<file path="src/rtl/relatorio_medidas_n.sv">
// Snapshots N_CANAIS BCD measurements and streams them as ASCII characters to a serial transmitter.
// First tx_partida 2 cycles after a request; each character waits for tx_pronto, next one starts 2 cycles later.
`timescale 1ns/1ps
module relatorio_medidas_n #(
    parameter int         N_CANAIS       = 3,
    parameter int         DIGITOS        = 3,
    parameter logic [6:0] SEPARADOR      = 7'h23,
    parameter bit         USA_TERMINADOR = 1'b1,
    parameter logic [6:0] TERMINADOR     = 7'h0A,
    parameter int         PERIODO        = 1_000_000
) (
    input  logic                            clock,
    input  logic                            reset,
    input  logic [N_CANAIS*DIGITOS*4-1:0]   medidas,
    input  logic                            iniciar,
    input  logic                            modo_periodico,
    input  logic                            tx_pronto,
    output logic                            tx_partida,
    output logic [6:0]                      tx_dado,
    output logic                            ocupado,
    output logic                            fim,
    output logic [2:0]                      db_estado
);
    localparam int L  = N_CANAIS * (DIGITOS + 1) + (USA_TERMINADOR ? 1 : 0);
    localparam int KW = $clog2(L);
    localparam int CW = $clog2(PERIODO);
    localparam logic [KW-1:0] ULTIMO = KW'(L - 1);
    localparam logic [CW-1:0] TOPO   = CW'(PERIODO - 1);

    typedef enum logic [2:0] {
        OCIOSO  = 3'd0,
        CAPTURA = 3'd1,
        ENVIA   = 3'd2,
        ESPERA  = 3'd3,
        PROXIMO = 3'd4,
        FIM     = 3'd5
    } estado_t;

    estado_t                          estado, estado_prox;
    logic [N_CANAIS*DIGITOS*4-1:0]    snapshot;
    logic [KW-1:0]                    indice;
    logic [CW-1:0]                    contador;
    logic                             pendente;
    logic                             volta;
    logic [6:0]                       quadro [L];

    assign volta = modo_periodico && (contador == TOPO);

    always_ff @(posedge clock) begin
        if (reset) begin
            estado   <= OCIOSO;
            snapshot <= '0;
            indice   <= '0;
            contador <= '0;
            pendente <= 1'b0;
        end else begin
            estado <= estado_prox;

            if (!modo_periodico || volta)
                contador <= '0;
            else
                contador <= contador + 1'b1;

            if (estado == CAPTURA) begin
                snapshot <= medidas;
                indice   <= '0;
            end else if (estado == PROXIMO && indice != ULTIMO) begin
                indice <= indice + 1'b1;
            end

            // A wrap landing in CAPTURA is a fresh request, so setting wins over clearing.
            if (volta)
                pendente <= 1'b1;
            else if (estado == CAPTURA)
                pendente <= 1'b0;
        end
    end

    // Character table for the whole frame; the slot left over after the channels holds the terminator.
    always_comb begin
        for (int i = 0; i < L; i++)
            quadro[i] = TERMINADOR;
        for (int c = 0; c < N_CANAIS; c++) begin
            for (int d = 0; d < DIGITOS; d++)
                quadro[c*(DIGITOS+1) + d] = {3'b011, snapshot[((c+1)*DIGITOS - 1 - d)*4 +: 4]};
            quadro[c*(DIGITOS+1) + DIGITOS] = SEPARADOR;
        end
    end

    always_comb begin
        estado_prox = estado;
        tx_partida  = 1'b0;
        tx_dado     = 7'd0;
        ocupado     = 1'b1;
        fim         = 1'b0;
        db_estado   = estado;
        case (estado)
            OCIOSO: begin
                ocupado = 1'b0;
                if (iniciar || pendente)
                    estado_prox = CAPTURA;
            end
            CAPTURA: estado_prox = ENVIA;
            ENVIA: begin
                tx_partida  = 1'b1;
                tx_dado     = quadro[indice];
                estado_prox = ESPERA;
            end
            ESPERA: begin
                tx_dado = quadro[indice];
                if (tx_pronto)
                    estado_prox = PROXIMO;
            end
            PROXIMO: begin
                tx_dado     = quadro[indice];
                estado_prox = (indice == ULTIMO) ? FIM : ENVIA;
            end
            FIM: begin
                fim         = 1'b1;
                estado_prox = OCIOSO;
            end
            default: begin
                ocupado     = 1'b0;
                estado_prox = OCIOSO;
            end
        endcase
    end
endmodule

</file>
<file path="config.mk">
export PLATFORM = sky130hd
export DESIGN_NAME = relatorio_medidas_n
export DESIGN_NICKNAME = d
export VERILOG_FILES = /design/src/rtl/relatorio_medidas_n.sv
export SDC_FILE = /design/constraint.sdc
export NUM_CORES = 1
export LEC_CHECK = 0
export BUFFER_PORTS_ARGS = -buffer_cell sky130_fd_sc_hd__buf_4
export CORE_MARGIN = 2
export CORE_UTILIZATION = 50
export CTS_CLUSTER_SIZE = 28
export DETAILED_ROUTE_END_ITERATION = 8
export PLACE_DENSITY = 0.82
export SLEW_MARGIN = 20
export SYNTH_ARGS = -nofsm -noshare
export SYNTH_HDL_FRONTEND = slang
export SYNTH_SLANG_ARGS = --single-unit
</file>
<file path="constraint.sdc">
create_clock -name clock -period 1.8 [get_ports clock]
set_clock_uncertainty 0.15 [all_clocks]
set_input_delay 0.27 -clock clock [delete_from_list [all_inputs] [get_ports clock]]
set_output_delay 0.27 -clock clock [all_outputs]
set_load 0.01 [all_outputs]
</file>
==> reports/metrics.cfg, run 1 <==
[run_status]
status=finished, violations left
violations=negative setup slack

[synthesis]
syn_area_per_cell_um2=8.190
synthFlopType=dfxtp_1
ys_types=47
yosys_warnings=0
synth_edf_count=0
yosysSeqAreaShare=0.4357
netlist_area_um2=2940
ys_ff_latch=64
yosysTopAreaCellShare=0.4357
synthTopCellsByArea=dfxtp_1 44%, nand2_1 10%, a21oi_1 7.7%, nor2_1 3.3%, xnor2_1 3.3%
synth_fp_nets=404
ys_async_sr_fraction=0
synth_top_area_cell=dfxtp_1
netlist_instances=359

[critical_path]
path_delay_family=multiplexers
cp-end-kind=output port
rr_startpoint=contador[13]$_SDFF_PP0_
cpMaxStageDelayCell=mux4_2
crit_chain=mux4_2 > a2bb2oi_1 > nor2_1 > a311oi_2 > buf_4
path_max_fanout=6
ff2ff_path_depth=4
worst-path-buf-inv=1
start_kind=flip-flop
cp_slowest_stage_delay_ns=0.51
worstPathRequired_ns=1.38
critical_path_class=flip-flop to output port
cp.arrival_ns=1.81
reg2reg_slack_ns=0.02
reg2reg_to=contador[19]$_SDFF_PP0_

[clocking]
cts_buffers=9
cts-htree-levels=3
clk_pin_slew_ns=0.08
cts_buffer_depth=2
clock-sinks=64
cts_tree=built
insertion_delay_ns=0.36
root_buffer=clkbuf_8

[global_route]
grt_pass1_wl_um=12720
grt_overflow=0
grt_max_degree=37
grt_pass1_vias=2725
antenna_found_initial=0
track_usage=0.2571

[min_path]
min_to=snapshot[7]$_SDFFE_PP0P_
hold_class=input pin to flip-flop
holdPathStages=3
min-delay-start=medidas[7]

[die]
die_w_um=80.69
dieArea_um2=6510
std_cell_rows=27
io_pins=54
start_util=0.5243
coreArea_um2=5608
fp.dieH_um=80.69

[sta]
rsz0062_at_grt=yes
setup_viol=6
hold_viol_final=0
setup_tns_ns=-1.711
slew_violations=0
fin_crit_ns=2.225
fin_crit_sh=1.236
setup_slack_ns=-0.4251
fmax_ghz=0.4494
holdWs_ns=0.006484

[placement]
place_congestion=0.8584
pre_cts_slack_ns=-0.2096
io_buffers=52
hpwl_um=4983

[drt]
drc=0
drt-vias-per-instance=5.636
dr.pass1.iters=5
drt_iter0_drc=328
ant_nets=0
routed_wl_um=8612
vias=3015
post_drt_wl_per_cell_um=16.10

[finish]
antenna_cells=0
final_common_cell=buf_4
final_cell_mix=93 x buf_4, 80 x nand2_1, 48 x dfxtp_1
drive_above_1_share=0.3629
final_nets=503
syn_to_final_growth_pct=41.49

[power_and_ir_drop]
power.total_w=0.003127
vdd_ir_drop_max_v=0.0005886
p_per_area_nw_per_um2=751.5
power.leakage_nw=1.604

[job]
maxCapViolations=0

cell families (layout without fill, tap and decap cells):
kind of cell,count (synthesis),in the layout,synth area share
xor+xnor,17,17,0.05064
mux,13,13,0.06255
compound gates,65,65,0.1268
other cells,1,1,0.001275
fa+ha+maj,4,4,0.01702
simple gates,163,163,0.2626
flops,64,64,0.4357
buf+inv,32,136,0.04340
metrics by stage:
step | cell area [um^2] | util | std cells
6_report | 4160 | 0.7419 | 535
3_5_place_dp | 3640 | 0.6490 | 496
5_1_grt | 4160 | 0.7419 | 535
4_1_cts | 4025 | 0.7178 | 529
2_1_floorplan | 2962 | - | 359
3_3_place_gp | 3640 | 0.6490 | 496
layout make-up:
| type | count | area (um^2) |
|---|---|---|
| tap | 72 | 90.09 |
| multi-input combinational | 263 | 1662 |
| fill | 391 | 1448 |
| inverter | 10 | 37.54 |
| clock inverter | 7 | 56.30 |
| sequential | 64 | 1304 |
| timing repair buffer | 110 | 887.1 |
| clock buffer | 9 | 123.9 |
how the worst max path moves through the flow:
| stage | endpoint | depth (start not counted) | from | slack [ns] |
|---|---|---|---|---|
| after floorplan | tx_dado[3] | 5 | db_estado[2]$_SDFFE_PP0P_ | -0.04 |
| after CTS | tx_dado[1] | 5 | indice[2]$_SDFFE_PP0P_ | -0.41 |
| after global placement | tx_dado[2] | 4 | indice[2]$_SDFFE_PP0P_ | -0.15 |
| after detailed placement | tx_dado[3] | 5 | indice[2]$_SDFFE_PP0P_ | -0.21 |
| after global routing | tx_dado[3] | 5 | indice[2]$_SDFFE_PP0P_ | -0.47 |
| final | tx_dado[1] | 5 | indice[2]$_SDFFE_PP0P_ | -0.43 |
flip-flops by register name, summed over array words and instances, names as in the netlist:
| name | flops |
|---|---|
| contador | 20 |
| db_estado | 3 |
| indice | 4 |
| pendente | 1 |
| snapshot | 36 |
worst register-to-register path: stages (launching register included):
cell and delay [ns]:
dfxtp_2 0.36, nand4_1 0.16, or4_4 0.58, or3_1 0.33, a21oi_1 0.14
Yosys cell counts (3+ instances only):
library cell	count
xor2_1	6
nor3_1	11
nor4_1	6
nand2_1	80
nor2_1	26
buf_2	3
or3_1	3
a21oi_1	45
ha_1	4
inv_1	9
nor2b_1	3
xnor2_1	11
dfxtp_1	64
mux2i_1	6
clkbuf_1	17
mux4_2	4
nand4_1	6
nand3_1	12
mux2_2	3
o21ai_0	6
what timing repair did:
| action | in CTS | in global routing |
|---|---|---|
| pin swaps | 5 | 8 |
| resized for setup | 19 | 25 |
| endpoints found under the hold margin | 9 | 2 |
| endpoints found under the setup margin | 26 | 20 |
| gates cloned | 1 | 0 |
| hold buffers | 9 | 2 |
| setup buffers | 7 | 4 |
per-layer routing:
| layer | wire length [um] | vias up | track usage |
|---|---|---|---|
| met2 | 4098 | 153 | 0.3983 |
| met5 | 0 | - | 0 |
| met1 | 3497 | 1387 | 0.3357 |
| li1 | - | 1436 | - |
| met3 | 656 | 39 | 0.07416 |
| met4 | 360 | 0 | 0.1051 |
report_power, final:
part	leakage (nW)	internal, W	switching [W]
sequential	0.528	0.00148	0.0000440
clock	0.0902	0.000512	0.000630
combinational	0.986	0.000222	0.000237
total	1.60	0.00222	0.000911
Power figures use the tool's default switching activity.
==> run 2, diff against run 1 <==
Settings changed: CORE_MARGIN 2 to default.
==> run 2 against run 1 <==
  * The run still ends with negative setup slack left
  * Final area is 3.3% higher
  * Clock-buffer cell count is the same
  * Critical path depth did not move
  * Die area is 4.9% lower
  * Core utilization increased by 2.9 points
  * Cell count shrank 0.93%
  * Sequential share of layout area decreased by 0.60 points
  * Clock power increased by 26%
  * Combinational power up 2%
  * Worst hold slack got worse by 0.0037 ns
  * Highest routed layer unchanged
==> reports/metrics.cfg, run 2 (synthesis gave the netlist of run 1 again) <==
[critical_path]
cp.arrival_ns=1.81  ; about the same
path_delay_family=multiplexers
start_kind=flip-flop
path_max_fanout=5  ; -1
worstPathRequired_ns=1.38  ; about the same
critical_path_class=flip-flop to output port
cp_slowest_stage_delay_ns=0.51  ; about the same
cpMaxStageDelayCell=mux4_2
ff2ff_path_depth=6  ; +2
cp-end-kind=output port
crit_cells=5  ; unchanged
worst-path-buf-inv=1  ; unchanged
crit_chain=mux4_2 > a2bb2oi_2 > nor2_2 > a311oi_2 > buf_4

[min_path]
hold_class=input pin to flip-flop
holdPathStages=3  ; unchanged

[power_and_ir_drop]
vdd_ir_drop_max_v=0.0006929  ; +18%
power.leakage_nw=1.641  ; +2.3%
p_per_area_nw_per_um2=797.6  ; +6.1%

[run_status]
status=finished, violations left
violations=negative setup slack

[drt]
drc=0  ; unchanged
ant_nets=0  ; unchanged
dr.pass1.iters=5  ; unchanged
drt_iter0_drc=410  ; +25%
routed_wl_um=9625  ; +12%
post_drt_wl_per_cell_um=18.16  ; +13%
vias=3188  ; +5.7%
drt-vias-per-instance=6.015  ; +6.7%

[placement]
dpl-instance-area_um2=3632  ; -0.21%
place_congestion=0.8731  ; +1.7%
pre_cts_slack_ns=-0.1756  ; +0.03395 ns
hpwl_um=5045  ; +1.2%
io_buffers=52  ; unchanged
post-place-cells=495  ; -0.20%

[clocking]
cts_tree=built
cts-htree-levels=3  ; unchanged
clk_pin_slew_ns=0.08  ; about the same
clock-sinks=64  ; unchanged
cts_buffers=9  ; unchanged
insertion_delay_ns=0.36  ; about the same
cts_buffer_depth=2  ; unchanged
root_buffer=clkbuf_8

[die]
coreArea_um2=5574  ; -0.60%
start_util=0.5275  ; +0.003178
io_pins=54  ; unchanged
dieArea_um2=6191  ; -4.9%
die_w_um=78.69  ; -2.5%
std_cell_rows=27  ; unchanged
fp.dieH_um=78.69  ; -2.5%

[finish]
largest_reg_flops=36  ; unchanged
reg_top3=snapshot: 36 flops, contador: 20 flops, indice: 4 flops
num-fill-cells=343  ; -12%
final_cell_mix=91 x buf_4, 80 x nand2_1, 44 x a21oi_1
antenna_cells=0  ; unchanged
final_common_cell=buf_4
syn_to_final_growth_pct=46.21
final_nets=498  ; -0.99%
drive_above_1_share=0.4039  ; +0.04108
final_area_um2=4299  ; +3.3%
top_register=snapshot
layoutNonFillerInstCount=530  ; -0.93%

[global_route]
grt_max_degree=37  ; unchanged
grt_pass1_vias=2817  ; +3.4%
antenna_found_initial=0  ; unchanged
grt_pass1_wl_um=12900  ; +1.4%
grt_overflow=0  ; unchanged
track_usage=0.2709  ; +0.01382

[sta]
worstMarginPinSlew_ns=0.5252
rsz0062_at_grt=yes
fin_crit_sh=1.241  ; +0.004549
fin_crit_ns=2.233  ; +0.008188 ns
hold_viol_final=0  ; unchanged
setup_viol=27  ; +21
maxSlewHeadroom=0.6494
fmax_ghz=0.4478  ; -0.37%
slew_violations=0  ; unchanged
setup_slack_ns=-0.4332  ; -0.008188 ns

[job]
maxCapViolations=0  ; unchanged

run 2: changes by cell type in the layout (fill, tap and decap cells not counted), moves of 3 or more:
cell	change
dfxtp_1	-6
dlygate4sd3_1	-7
dfxtp_4	+4
nor2_4	+8
nor2_1	-10
buf_6	+3
run 2: path summary, 6_finish.rpt:
path                              from  slack, ns                        end
min                        medidas[20]      0.003  snapshot[20]$_SDFFE_PP0P_
max reg2reg    contador[12]$_SDFF_PP0_      -0.14    contador[19]$_SDFF_PP0_
max             indice[2]$_SDFFE_PP0P_      -0.43                 tx_dado[1]
min reg2reg  snapshot[25]$_SDFFE_PP0P_       0.31  snapshot[25]$_SDFFE_PP0P_
run 2: layout make-up:
cell class / count / area (um^2) / share of cell area
multi-input combinational: 263 / 1742 / 0.4051
tap: 72 / 90.09 / 0.02095
clock inverter: 7 / 103.9 / 0.02416
sequential: 64 / 1321 / 0.3073
clock buffer: 9 / 123.9 / 0.02881
timing repair buffer: 105 / 880.8 / 0.2049
inverter: 10 / 37.54 / 0.008731
run 2: repair_timing:
action / CTS / global route
resized for setup: 24 / 51
gates cloned: 1 / 2
pin swaps: 6 / 18
buffers inserted: 2 / 10
hold endpoints to repair: 4 / 0
setup endpoints to repair: 26 / 27
hold buffers: 4 / 0
run 2: metrics by stage:
| step | setup TNS [ns] | utilization | hold WS, ns | power, W |
|---|---|---|---|---|
| after global placement | -0.8534 | 0.6516 | 0.2890 | 0.001944 |
| after floorplan | -0.03591 | - | 0.2560 | 0.001769 |
| after global routing | -5.998 | 0.7713 | 0.01364 | 0.003541 |
| after detailed placement | -1.945 | 0.6516 | 0.2995 | 0.001958 |
| after CTS | -1.661 | 0.7205 | 0.0009489 | 0.003374 |
| final | -4.203 | 0.7713 | 0.002793 | 0.003429 |
run 2: power by group:
| part | internal, W | switching (W) | leakage [nW] |
|---|---|---|---|
| Sequential | 0.00148 | 0.0000495 | 0.532 |
| Combinational | 0.000223 | 0.000245 | 0.995 |
| Clock | 0.000796 | 0.000640 | 0.114 |
| Total | 0.00249 | 0.000935 | 1.64 |
run 2: worst reg2reg max path: stages (launching register included):
cell and delay [ns]:
dfxtp_2 0.33, buf_4 0.15, nor4_4 0.30, nand4_1 0.26, o21ai_4 0.36, clkbuf_16 0.23, a21oi_1 0.05
run 2: per-layer routing:
metal | track usage | share of wire | vias up
li1 | - | - | 1426
met5 | 0 | 0 | -
met1 | 0.3355 | 0.38 | 1495
met4 | 0.1537 | 0.050 | 0
met2 | 0.4513 | 0.49 | 208
met3 | 0.03488 | 0.081 | 59
